==> config.mk <==
export PLATFORM = sky130hd
export DESIGN_NAME = cmd_deframer_flat
export DESIGN_NICKNAME = d
export VERILOG_FILES = /design/src/rtl/cmd_deframer_pkg.sv /design/src/rtl/cmd_deframer_if.sv /design/src/rtl/cmd_sfifo.sv /design/src/rtl/cmd_deframer.sv /design/src/flat_wrapper.sv
export SDC_FILE = /design/constraint.sdc
export NUM_CORES = 1
export LEC_CHECK = 0
export ABC_AREA = 1
export BUFFER_PORTS_ARGS = -buffer_cell sky130_fd_sc_hd__buf_2
export CORE_UTILIZATION = 55
export CTS_BUF_LIST = sky130_fd_sc_hd__clkbuf_8
export DETAILED_ROUTE_END_ITERATION = 6
export PLACE_DENSITY = 0.71
export REMOVE_ABC_BUFFERS = 1
export SLEW_MARGIN = 20
export SYNTH_ARGS = -nofsm -noshare
export SYNTH_HDL_FRONTEND = slang
export SYNTH_HIERARCHICAL = 1
export SYNTH_SLANG_ARGS = --single-unit
==> constraint.sdc <==
create_clock -name clk -period 3.7 [get_ports clk]
set_clock_uncertainty 0.1 [all_clocks]
set_input_delay 0.185 -clock clk [delete_from_list [all_inputs] [get_ports clk]]
set_output_delay 0.185 -clock clk [all_outputs]
set_load 0.02 [all_outputs]
==> src/rtl/cmd_deframer_pkg.sv <==
// Shared types for the command deframer: word width, sync default, FSM states, checksum helper.
// Build option: CMD_DEFRAMER_CKSUM_EN adds a trailing XOR checksum byte and the S_CKSUM state.
package cmd_deframer_pkg;

  localparam int CMD_W = 32;
  localparam logic [7:0] SYNC_DEFAULT = 8'hA5;

`ifdef CMD_DEFRAMER_CKSUM_EN
  typedef enum logic [1:0] {
    S_HUNT    = 2'd0,
    S_COLLECT = 2'd1,
    S_PUSH    = 2'd2,
    S_CKSUM   = 2'd3
  } state_t;
`else
  typedef enum logic [1:0] {
    S_HUNT    = 2'd0,
    S_COLLECT = 2'd1,
    S_PUSH    = 2'd2
  } state_t;
`endif

  function automatic logic [7:0] xor_bytes(input logic [CMD_W-1:0] w);
    return w[31:24] ^ w[23:16] ^ w[15:8] ^ w[7:0];
  endfunction

endpackage

==> src/rtl/cmd_deframer_if.sv <==
// Byte-stream input and command-word output bundle of the deframer.
// Build option CMD_DEFRAMER_CKSUM_EN does not change this interface.
interface cmd_deframer_if;
  import cmd_deframer_pkg::*;

  // byte_valid is a 1-cycle strobe with no backpressure; a cmd word transfers on
  // any cycle with cmd_rdreq=1 and cmd_waitreq=0 (cmd_rdreq is ignored while waitreq=1).
  logic [7:0]       byte_data;
  logic             byte_valid;
  logic [CMD_W-1:0] cmd_data;
  logic             cmd_waitreq;
  logic             cmd_rdreq;

  modport master (
    output byte_data, byte_valid, cmd_rdreq,
    input  cmd_data, cmd_waitreq
  );

  modport slave (
    input  byte_data, byte_valid, cmd_rdreq,
    output cmd_data, cmd_waitreq
  );

endinterface

==> src/rtl/cmd_sfifo.sv <==
// Synchronous show-ahead FIFO: head word is presented on dout whenever not empty.
// Unaffected by CMD_DEFRAMER_CKSUM_EN.
module cmd_sfifo #(
  parameter int WIDTH      = 32,
  parameter int DEPTH_LOG2 = 4
) (
  input  logic                  clk,
  input  logic                  rst_n,
  input  logic                  wr,
  input  logic                  rd,
  input  logic [WIDTH-1:0]      din,
  output logic [WIDTH-1:0]      dout,
  output logic                  empty,
  output logic                  full,
  output logic [DEPTH_LOG2:0]   level
);

  localparam int DEPTH = 1 << DEPTH_LOG2;

  logic [WIDTH-1:0]    mem [DEPTH];
  logic [DEPTH_LOG2:0] wr_ptr;
  logic [DEPTH_LOG2:0] rd_ptr;
  logic                rd_en;
  logic                wr_en;

  // Pointers carry one extra bit so a full FIFO is distinguishable from an empty one.
  assign level = wr_ptr - rd_ptr;
  assign empty = (level == '0);
  assign full  = (level == (DEPTH_LOG2+1)'(DEPTH));
  assign rd_en = rd && !empty;
  assign wr_en = wr && (!full || rd_en);
  assign dout  = empty ? '0 : mem[rd_ptr[DEPTH_LOG2-1:0]];

  always_ff @(posedge clk) begin
    if (wr_en) mem[wr_ptr[DEPTH_LOG2-1:0]] <= din;
  end

  always_ff @(posedge clk or negedge rst_n) begin
    if (!rst_n) begin
      wr_ptr <= '0;
      rd_ptr <= '0;
    end else begin
      if (wr_en) wr_ptr <= wr_ptr + 1'b1;
      if (rd_en) rd_ptr <= rd_ptr + 1'b1;
    end
  end

endmodule

==> src/rtl/cmd_deframer.sv <==
// Sync-hunting byte deframer assembling 32-bit command words into a show-ahead FIFO.
// Build option: CMD_DEFRAMER_CKSUM_EN enables the trailing XOR checksum byte.
module cmd_deframer
  import cmd_deframer_pkg::*;
#(
  parameter int         DEPTH_LOG2  = 4,
  parameter logic [7:0] SYNC_BYTE   = SYNC_DEFAULT,
  parameter int         TIMEOUT_CYC = 50000
) (
  input  logic                clk,
  input  logic                rst_n,
  cmd_deframer_if.slave       bus,
  output logic                frame_err,
  output logic [7:0]          ovf_cnt,
  output logic [DEPTH_LOG2:0] fifo_level,
  output state_t              state_dbg
);

  localparam int TW = $clog2(TIMEOUT_CYC + 1);
  localparam logic [TW-1:0] TMO_LAST = TW'(TIMEOUT_CYC - 1);

  state_t           state, state_nxt;
  logic [1:0]       idx, idx_nxt;
  logic [CMD_W-1:0] word, word_nxt;
  logic [TW-1:0]    tmo_cnt, tmo_nxt;
  logic             err_nxt;
  logic             push;
  logic             pop;
  logic             fifo_full;
  logic             fifo_empty;

  assign state_dbg       = state;
  assign bus.cmd_waitreq = fifo_empty;
  assign pop             = bus.cmd_rdreq && !fifo_empty;

  always_comb begin
    state_nxt = state;
    idx_nxt   = idx;
    word_nxt  = word;
    tmo_nxt   = '0;
    err_nxt   = 1'b0;
    push      = 1'b0;
    case (state)
      // The push cycle also hunts, so back-to-back frames lose no bytes.
      S_HUNT, S_PUSH: begin
        push = (state == S_PUSH);
        if (bus.byte_valid && bus.byte_data == SYNC_BYTE) begin
          state_nxt = S_COLLECT;
          idx_nxt   = 2'd3;
        end else begin
          state_nxt = S_HUNT;
        end
      end
      S_COLLECT: begin
        if (bus.byte_valid) begin
          word_nxt[{idx, 3'b000} +: 8] = bus.byte_data;
          idx_nxt = idx - 2'd1;
          if (idx == 2'd0) begin
`ifdef CMD_DEFRAMER_CKSUM_EN
            state_nxt = S_CKSUM;
`else
            state_nxt = S_PUSH;
`endif
          end
        end else if (tmo_cnt == TMO_LAST) begin
          err_nxt   = 1'b1;
          state_nxt = S_HUNT;
        end else begin
          tmo_nxt = tmo_cnt + 1'b1;
        end
      end
`ifdef CMD_DEFRAMER_CKSUM_EN
      S_CKSUM: begin
        if (bus.byte_valid) begin
          if (bus.byte_data == xor_bytes(word)) begin
            state_nxt = S_PUSH;
          end else begin
            err_nxt   = 1'b1;
            state_nxt = S_HUNT;
          end
        end else if (tmo_cnt == TMO_LAST) begin
          err_nxt   = 1'b1;
          state_nxt = S_HUNT;
        end else begin
          tmo_nxt = tmo_cnt + 1'b1;
        end
      end
`endif
      default: state_nxt = S_HUNT;
    endcase
  end

  always_ff @(posedge clk or negedge rst_n) begin
    if (!rst_n) begin
      state     <= S_HUNT;
      idx       <= 2'd3;
      word      <= '0;
      tmo_cnt   <= '0;
      frame_err <= 1'b0;
    end else begin
      state     <= state_nxt;
      idx       <= idx_nxt;
      word      <= word_nxt;
      tmo_cnt   <= tmo_nxt;
      frame_err <= err_nxt;
    end
  end

  // A push into a full FIFO only counts as an overflow if no pop frees a slot that cycle.
  always_ff @(posedge clk or negedge rst_n) begin
    if (!rst_n) begin
      ovf_cnt <= '0;
    end else if (push && fifo_full && !pop && ovf_cnt != 8'hFF) begin
      ovf_cnt <= ovf_cnt + 8'd1;
    end
  end

  cmd_sfifo #(
    .WIDTH      (CMD_W),
    .DEPTH_LOG2 (DEPTH_LOG2)
  ) u_fifo (
    .clk   (clk),
    .rst_n (rst_n),
    .wr    (push),
    .rd    (bus.cmd_rdreq),
    .din   (word),
    .dout  (bus.cmd_data),
    .empty (fifo_empty),
    .full  (fifo_full),
    .level (fifo_level)
  );

endmodule

==> src/flat_wrapper.sv <==
// flat-port wrapper written by rule: the top's interface ports become plain ports
module cmd_deframer_flat import cmd_deframer_pkg::*;
#(
  parameter int         DEPTH_LOG2  = 4,
  parameter logic [7:0] SYNC_BYTE   = SYNC_DEFAULT,
  parameter int         TIMEOUT_CYC = 50000
)
  (clk, rst_n, frame_err, ovf_cnt, fifo_level, state_dbg, bus_byte_data, bus_byte_valid, bus_cmd_rdreq, bus_cmd_data, bus_cmd_waitreq);
  cmd_deframer_if bus_i ();
  input  logic clk;
  input  logic rst_n;
  output logic frame_err;
  output logic [7:0] ovf_cnt;
  output logic [DEPTH_LOG2:0] fifo_level;
  output state_t state_dbg;
  input wire logic [$bits(bus_i.byte_data)-1:0] bus_byte_data;
  input wire logic [$bits(bus_i.byte_valid)-1:0] bus_byte_valid;
  input wire logic [$bits(bus_i.cmd_rdreq)-1:0] bus_cmd_rdreq;
  output wire logic [$bits(bus_i.cmd_data)-1:0] bus_cmd_data;
  output wire logic [$bits(bus_i.cmd_waitreq)-1:0] bus_cmd_waitreq;
  assign bus_i.byte_data = bus_byte_data;
  assign bus_i.byte_valid = bus_byte_valid;
  assign bus_i.cmd_rdreq = bus_cmd_rdreq;
  assign bus_cmd_data = bus_i.cmd_data;
  assign bus_cmd_waitreq = bus_i.cmd_waitreq;
  cmd_deframer #(.DEPTH_LOG2(DEPTH_LOG2), .SYNC_BYTE(SYNC_BYTE), .TIMEOUT_CYC(TIMEOUT_CYC)) u_core (.clk(clk), .rst_n(rst_n), .bus(bus_i), .frame_err(frame_err), .ovf_cnt(ovf_cnt), .fifo_level(fifo_level), .state_dbg(state_dbg));
endmodule
# [Word level (Yosys, flattened, before mapping)]
# Memory sizes are Yosys's and may differ from the RTL's.
# Cells that the tools add are included.
[op_classes] addsub=7 eq_ne=10 shifts=2 n_mux=19 n_reduce_logical=18
[op_table] op="2-to-1 mux 16 bit" count=3
[op_table] op="bitwise mux 32 bit" count=1
[op_table] op="2-to-1 mux 32 bit" count=1
[op_table] op="variable shift 8 x 7 -> 32 bit, first input constant" count=1
[op_table] op="indexed part select 8 x 7 -> 32 bit" count=1
[op_table] op="adder 16 x 1 -> 16 bit, second input constant" count=1
[op_table] op="equality test 16 bit, second input constant" count=1
[op_table] op="adder 5 x 1 -> 5 bit, second input constant" count=2
[op_table] op="2-to-1 mux 2 bit" count=5
[op_table] op="adder 8 x 1 -> 8 bit, second input constant" count=1
[op_table] op="equality test 8 bit, second input constant" count=1
[op_table] op="inequality test 8 bit, second input constant" count=1
[op_table] op="case mux 2 bit (2 select lines)" count=2
[op_table] op="2-to-1 mux 1 bit" count=7
[op_table] op="negation 5 -> 7 bit" count=1
[op_table] op="logical AND 1 bit" count=6
[op_table] op="inequality test 3 x 2 -> 1 bit, second input constant" count=2
[op_table] op="equality test 5 bit, second input constant" count=1
[op_table] op="logical NOT 5 bit" count=1
[op_table] op="subtractor 5 bit" count=1
[op_table] op="logical NOT 2 bit" count=2
[op_table] op="AND reduction 2 bit" count=2
[op_table] op="logical NOT 1 bit" count=3
[op_table] op="AND reduction 3 bit" count=1
[op_table] op="other kinds (8)" count=8
[word_totals] reg_bits=71 ramBits=512 inputBits=12 output_inout_bits=49 elab_cells=65 memories=1
[memory_table] name="u_core.u_fifo.mem" words=16 word_bits=32 rd=1 rd_clocked_by_memory_dff=0 write_ports=1 line_no="cmd_sfifo.sv:20" source="logic [WIDTH-1:0] mem [DEPTH];"

# [Depth between registers and ports, before layout]
[logic_depth] depth_word=8 ltp_mapped=18 ltp_nobuf=15

# [By module]
# The synthesis kept the hierarchy.
[by_module_without_submodules] module="cmd_sfifo" instances=1 cells_per_inst=1684 area_per_inst_um2=21167.8 seq_area_each_um2=15625.0
[by_module_without_submodules] module="cmd_deframer" instances=1 cells_per_inst=382 area_per_inst_um2=3124.2 seq_area_each_um2=1529.0

# [Worst setup path after synthesis]
# No wires, ideal clock.
[synth_timing] path_kind="reg-to-reg" from="register u_core.u_fifo.rd_ptr[1]" to="memory u_core.u_fifo.mem[12][0], enable pin" setup_ps=421 arrival_ps=3567 required_time_ps=3179 slack_ps=-388 path_stages_with_launch=12 path_buffers=4 period_less_slack_ps=4088 path_cell_list="dfrtp_1 > buf_4 > inv_2 > buf_2 > buf_2 > fa_1 > xor2_1 > nor2_2 > nand4_4 > nand2_4 > buf_4 > nor2_1"
[synth_via] elab_chain_len=8 elab_cells_between_ends=10 classes_between="add/sub: 1; eq/ne: 1; mux: 2; reduce/logical: 6"
[synth_lines] item="start, declared" line_no="cmd_sfifo.sv:22" source="logic [DEPTH_LOG2:0] rd_ptr;"
[synth_lines] item="start signal, assigned" line_no="cmd_sfifo.sv:44" source="if (rd_en) rd_ptr <= rd_ptr + 1'b1;"
[synth_lines] item="subtractor 5 bit (*)" line_no="cmd_sfifo.sv:27" source="assign level = wr_ptr - rd_ptr;"
[synth_lines] item="via fifo_level[2]" line_no="flat_wrapper.sv:14" source="output logic [DEPTH_LOG2:0] fifo_level;"
[synth_lines] item="logical NOT 5 bit" line_no="cmd_sfifo.sv:28" source="assign empty = (level == '0);"
[synth_lines] item="logical NOT 1 bit" line_no="cmd_sfifo.sv:30" source="assign rd_en = rd && !empty;"
[synth_lines] item="logical AND 1 bit" line_no="cmd_sfifo.sv:30"
[synth_lines] item="logical OR 1 bit (*)" line_no="cmd_sfifo.sv:31" source="assign wr_en = wr && (!full || rd_en);"
[synth_lines] item="logical AND 1 bit (*)" line_no="cmd_sfifo.sv:31"
[synth_lines] item="2-to-1 mux 1 bit (*)" line_no="cmd_sfifo.sv:35" source="if (wr_en) mem[wr_ptr[DEPTH_LOG2-1:0]] <= din;"
[synth_lines] item="2-to-1 mux 1 bit (implied by the code) (*)" line_no="cmd_sfifo.sv:35"
[synth_lines] item="end, declared" line_no="cmd_sfifo.sv:20"
# Mark *: on every way through the listed nets, which the timed path passes. The rest lies on a longest branch.

# [Final worst setup path]
[layout_timing] from="register u_core.u_fifo.wr_ptr[0]" to="memory u_core.u_fifo.mem[6][31], enable pin"
[layout_via] elab_chain_len=8 elab_cells_between_ends=10 classes_between="add/sub: 1; eq/ne: 1; mux: 2; reduce/logical: 6"
[layout_lines] item="start, declared" line_no="cmd_sfifo.sv:21" source="logic [DEPTH_LOG2:0] wr_ptr;"
[layout_lines] item="start signal, assigned" line_no="cmd_sfifo.sv:43" source="if (wr_en) wr_ptr <= wr_ptr + 1'b1;"
[layout_lines] item="subtractor 5 bit" line_no="cmd_sfifo.sv:27"
[layout_lines] item="logical NOT 5 bit" line_no="cmd_sfifo.sv:28"
[layout_lines] item="logical NOT 1 bit" line_no="cmd_sfifo.sv:30"
[layout_lines] item="logical AND 1 bit" line_no="cmd_sfifo.sv:30"
[layout_lines] item="logical OR 1 bit" line_no="cmd_sfifo.sv:31"
[layout_lines] item="logical AND 1 bit" line_no="cmd_sfifo.sv:31"
[layout_lines] item="2-to-1 mux 1 bit" line_no="cmd_sfifo.sv:35"
[layout_lines] item="2-to-1 mux 1 bit (implied by the code)" line_no="cmd_sfifo.sv:35"
# Parallel ways exist; a longest one is shown, timed or not.

==> impl_summary.log <==
INFO  metric drv.max_cap_violation_count = 0
INFO  metric yosys_warnings = 6
INFO  metric drive_above_1_share = 0.1247
INFO  metric power.sequential.fraction = 0.414
INFO  metric netlist_area = 0.02429 sq mm
INFO  metric status = complete, no violations
INFO  metric place_congestion = 0.8709
INFO  metric critical_path_class = flip-flop to flip-flop
INFO  metric maximum_vdd_ir_drop = 0.0005212 V
INFO  metric cell_internal_pwr = 11.26 mW
INFO  metric grt_max_degree = 259
INFO  metric floorplan.die_area = 0.04501 sq mm
INFO  metric muxShareOfSynthArea = 0
INFO  metric multiInputGateArea = 0.006429 sq mm
INFO  metric worst_hold_path_type = input pin to async pin
INFO  metric synth_top_cell_by_area = sky130_fd_sc_hd__edfxtp_1
INFO  metric cts_root_buffer = sky130_fd_sc_hd__clkbuf_8
INFO  metric power_density = roughly 640 mW/mm^2
INFO  metric ys_ff_latch = 583
INFO  metric final.setup.worst_slack = roughly 0.12 ns
INFO  metric yosys.cell_types.count = 40
INFO  metric clockPowerShare = 0.282
INFO  metric areaGrowthSynthToFinish = 11.55%
INFO  metric hold-worst-slack = 0.1213 ns
INFO  metric sequential_cell_area = 0.01716 sq mm
INFO  metric antenna_violations_before_repair = 0
INFO  metric totalWireLength = 60.82 mm
INFO  metric synth.top_cells.by_area = sky130_fd_sc_hd__edfxtp_1 (63%), sky130_fd_sc_hd__nand2_1 (8.8%), sky130_fd_sc_hd__dfrtp_1 (7.1%), sky130_fd_sc_hd__nand3_1 (6.1%), sky130_fd_sc_hd__a21oi_1 (2.7%)
INFO  metric grt_pass1_vias = about 16000
INFO  metric layout.cells.non_filler = 2798
INFO  metric fin_crit = 3.580 ns
INFO  metric clk-insertion-delay-late = 0.64 ns
INFO  metric grt_first_pass_wirelength = 91.86 mm
INFO  metric dp_hpwl = ~35 mm
INFO  metric end_kind = flip-flop
INFO  metric synth.top_cell.area_share = 0.6329
INFO  metric timing.final.crit_share = 0.9674
INFO  metric max-slew-margin-rel = 0.2527
INFO  metric final_cell_mix = sky130_fd_sc_hd__nand2_1 (572), sky130_fd_sc_hd__edfxtp_1 (512), sky130_fd_sc_hd__nand3_1 (295)
INFO  metric final_common_cell = sky130_fd_sc_hd__nand2_1
INFO  metric ctsLongestPathBuffers = 3
INFO  metric synth_compound_area_frac = 0.06150
INFO  metric synth-xor-area-share = 0.005408
INFO  metric yosysSeqAreaShare = 0.7062
INFO  metric ys_async_sr_fraction = 0.1218
INFO  metric timing.final.hold_violations = 0
INFO  metric die_wd = 212.2 um
INFO  metric drv_slew = 0
INFO  metric postSynthCellCount = 2066
INFO  metric num_vias = 16480
INFO  metric timing.critical_path.from_type = flip-flop
INFO  metric preCtsSetupSlack = around 0.17 ns
INFO  metric grt_setup_unrepaired = false
INFO  metric maxClockFrequency = 279.4 MHz
INFO  metric proportion_of_total_power_due_to_net_switching = 0.3540
INFO  metric power.leakage = 9.901 nW
INFO  metric route.detailed.drc = 0
INFO  metric synth_simple_gate_area_frac = 0.1834
INFO  metric cts.sinks = 583
INFO  metric tightest_slew = roughly 1.1 ns
INFO  metric synth-main-ff-cell = sky130_fd_sc_hd__edfxtp_1
INFO  metric setup-violations-final = 0
INFO  metric dr.first_iter.drc_count = 1622
INFO  metric synth_fa_ha_area_frac = 0.009065
INFO  metric placementRows = 76
INFO  metric fin_util = 0.6249
INFO  metric cts_made_buffers = slightly below 90
INFO  metric starting_density_of_the_core = 0.5602
INFO  metric cts_tree = yes
INFO  metric io_buffers = 60
INFO  metric gr-total-overflow = 0
INFO  metric final_net_count = 2179
INFO  metric grt_use_total = 0.2741
INFO  metric firstDrtPassIters = 5
INFO  metric path_max_fanout = 32
INFO  metric post_cts.repair.setup_buffers = 0
INFO  metric comb_power_share = 0.304
INFO  metric synthesis.area_per_instance = about 12 sq um
INFO  metric clk_transition_reported_paths = 0.06 ns
INFO  metric p_sw = around 6 mW
INFO  metric post-layout-total-power = 17.43 mW
INFO  metric post-place-cells = 2628
INFO  metric cp.required = 3.85 ns
INFO  metric cts_max_level = 3
INFO  metric worstPathArrival = 3.73 ns
INFO  metric antenna-diode-count = 0
INFO  metric main_combinational_cell_family_by_area_after_synthesis = simple AND/OR/NAND/NOR gates
INFO  metric post_route_antenna_net_violation_count = 0
INFO  metric die_height = 212.2 um
INFO  metric routedWlPerCell = approximately 22 um
INFO  metric filler_cell_count = between 3000 and 4000
INFO  metric synth-edff-count = 512
INFO  metric core_area = 0.04336 sq mm
INFO  metric top_level_ports = 61
INFO  metric vias_per_cell = 5.891
## metrics by stage
stage	area, sq um	setup TNS [ns]
final	27100	0
after global routing	27100	0
after CTS	26970	0
after detailed placement	25220	0
after global placement	25140	0
after floorplan	23670	-2348.59
## worst paths after layout
check	start	slack (ns)	end	cells after the start
worst max-delay path	u_core/u_fifo/wr_ptr[0]	0.12	u_core/u_fifo/mem[6][31]	12
worst max register to register	u_core/u_fifo/wr_ptr[0]	0.12	u_core/u_fifo/mem[6][31]	12
worst min-delay path	rst_n	0.12	u_core/ovf_cnt[5]	2
min in group clk	bus_byte_valid	0.27	u_core/frame_err	3
max in group asynchronous	rst_n	2.68	u_core/u_fifo/rd_ptr[1]	2
worst min register to register	u_core/tmo_cnt[0]	0.36	u_core/tmo_cnt[0]	1
## power by group through the flow
stage	registers [mW]	clock network, mW	logic (mW)
after floorplan	7.61	0	3.31
after global routing	7.21	5.28	5.79
after detailed placement	7.34	0	5.21
final	7.21	4.92	5.30
after CTS	7.21	5.00	5.26
after global placement	7.34	0	5.15
## synthesized netlist by cell type, types with 7 or more instances
library cell	n
sky130_fd_sc_hd__buf_6	7
sky130_fd_sc_hd__buf_1	8
sky130_fd_sc_hd__clkbuf_1	26
sky130_fd_sc_hd__xor2_1	11
sky130_fd_sc_hd__nand4_1	18
sky130_fd_sc_hd__o21ai_0	38
sky130_fd_sc_hd__a21oi_1	131
sky130_fd_sc_hd__buf_4	12
sky130_fd_sc_hd__dfrtp_1	69
sky130_fd_sc_hd__o21ai_1	8
sky130_fd_sc_hd__buf_2	62
sky130_fd_sc_hd__edfxtp_1	512
sky130_fd_sc_hd__a22o_1	62
sky130_fd_sc_hd__nand3_1	295
sky130_fd_sc_hd__nand2_1	572
sky130_fd_sc_hd__nor2_1	106
sky130_fd_sc_hd__ha_1	16
sky130_fd_sc_hd__inv_1	49
sky130_fd_sc_hd__nand2_2	10
sky130_fd_sc_hd__nor2_2	7
## cell families (layout without fill, tap and decap cells)
family          Yosys count  count (layout)
fa+ha+maj                17              17
buf+inv                 173             320
compound gates          247             247
xor+xnor                 15              15
flops                   583             583
simple gates           1031            1031
## flip-flops by register name, indices dropped and copies added (netlist names)
register,flops
u_core/word,32
u_core/u_fifo/rd_ptr,5
u_core/frame_err,1
u_core/tmo_cnt,16
u_core/idx,2
u_core/state_dbg,2
u_core/u_fifo/mem,512
u_core/u_fifo/wr_ptr,5
u_core/ovf_cnt,8
## layer usage
layer,up-vias,wire (um),track usage
li1,7476,-,-
met1,8116,25330,0.3890
met2,806,28630,0.4345
met3,85,5649,0.04815
met4,0,1213,0.08471
met5,-,0,0
## repair_timing
item | CTS | global route
endpoints found under the setup margin | 18 | 26
resized for setup | 1 | 5
cloned | 0 | 1
endpoints found under the hold margin | 122 | 0
hold buffers | 11 | 0
pin swaps | 0 | 0
## critical path, cell delays in order (launching register included)
cell and delay, ns:
sky130_fd_sc_hd__dfrtp_1 0.43, sky130_fd_sc_hd__inv_1 0.16, sky130_fd_sc_hd__ha_1 0.17, sky130_fd_sc_hd__inv_1 0.06, sky130_fd_sc_hd__fa_1 0.40, sky130_fd_sc_hd__nand3_1 0.11
sky130_fd_sc_hd__nand2_1 0.06, sky130_fd_sc_hd__nand2_1 0.12, sky130_fd_sc_hd__nand2_4 0.10, sky130_fd_sc_hd__nand4_4 0.12, sky130_fd_sc_hd__nand2_4 0.23, sky130_fd_sc_hd__buf_4 0.26
sky130_fd_sc_hd__nor2_4 0.83
## area by class of cell
| class | count | area share |
|---|---|---|
| multi-input cells | 1310 | 0.2372 |
| clock buffers | 99 | 0.05028 |
| flip-flops and latches | 583 | 0.6334 |
| clock inverters | 55 | 0.01034 |
| repair buffers | 109 | 0.03357 |
| well taps | 585 | 0.02701 |
| inverters | 57 | 0.008173 |
Note: power is estimated with default switching activity, not from simulation.
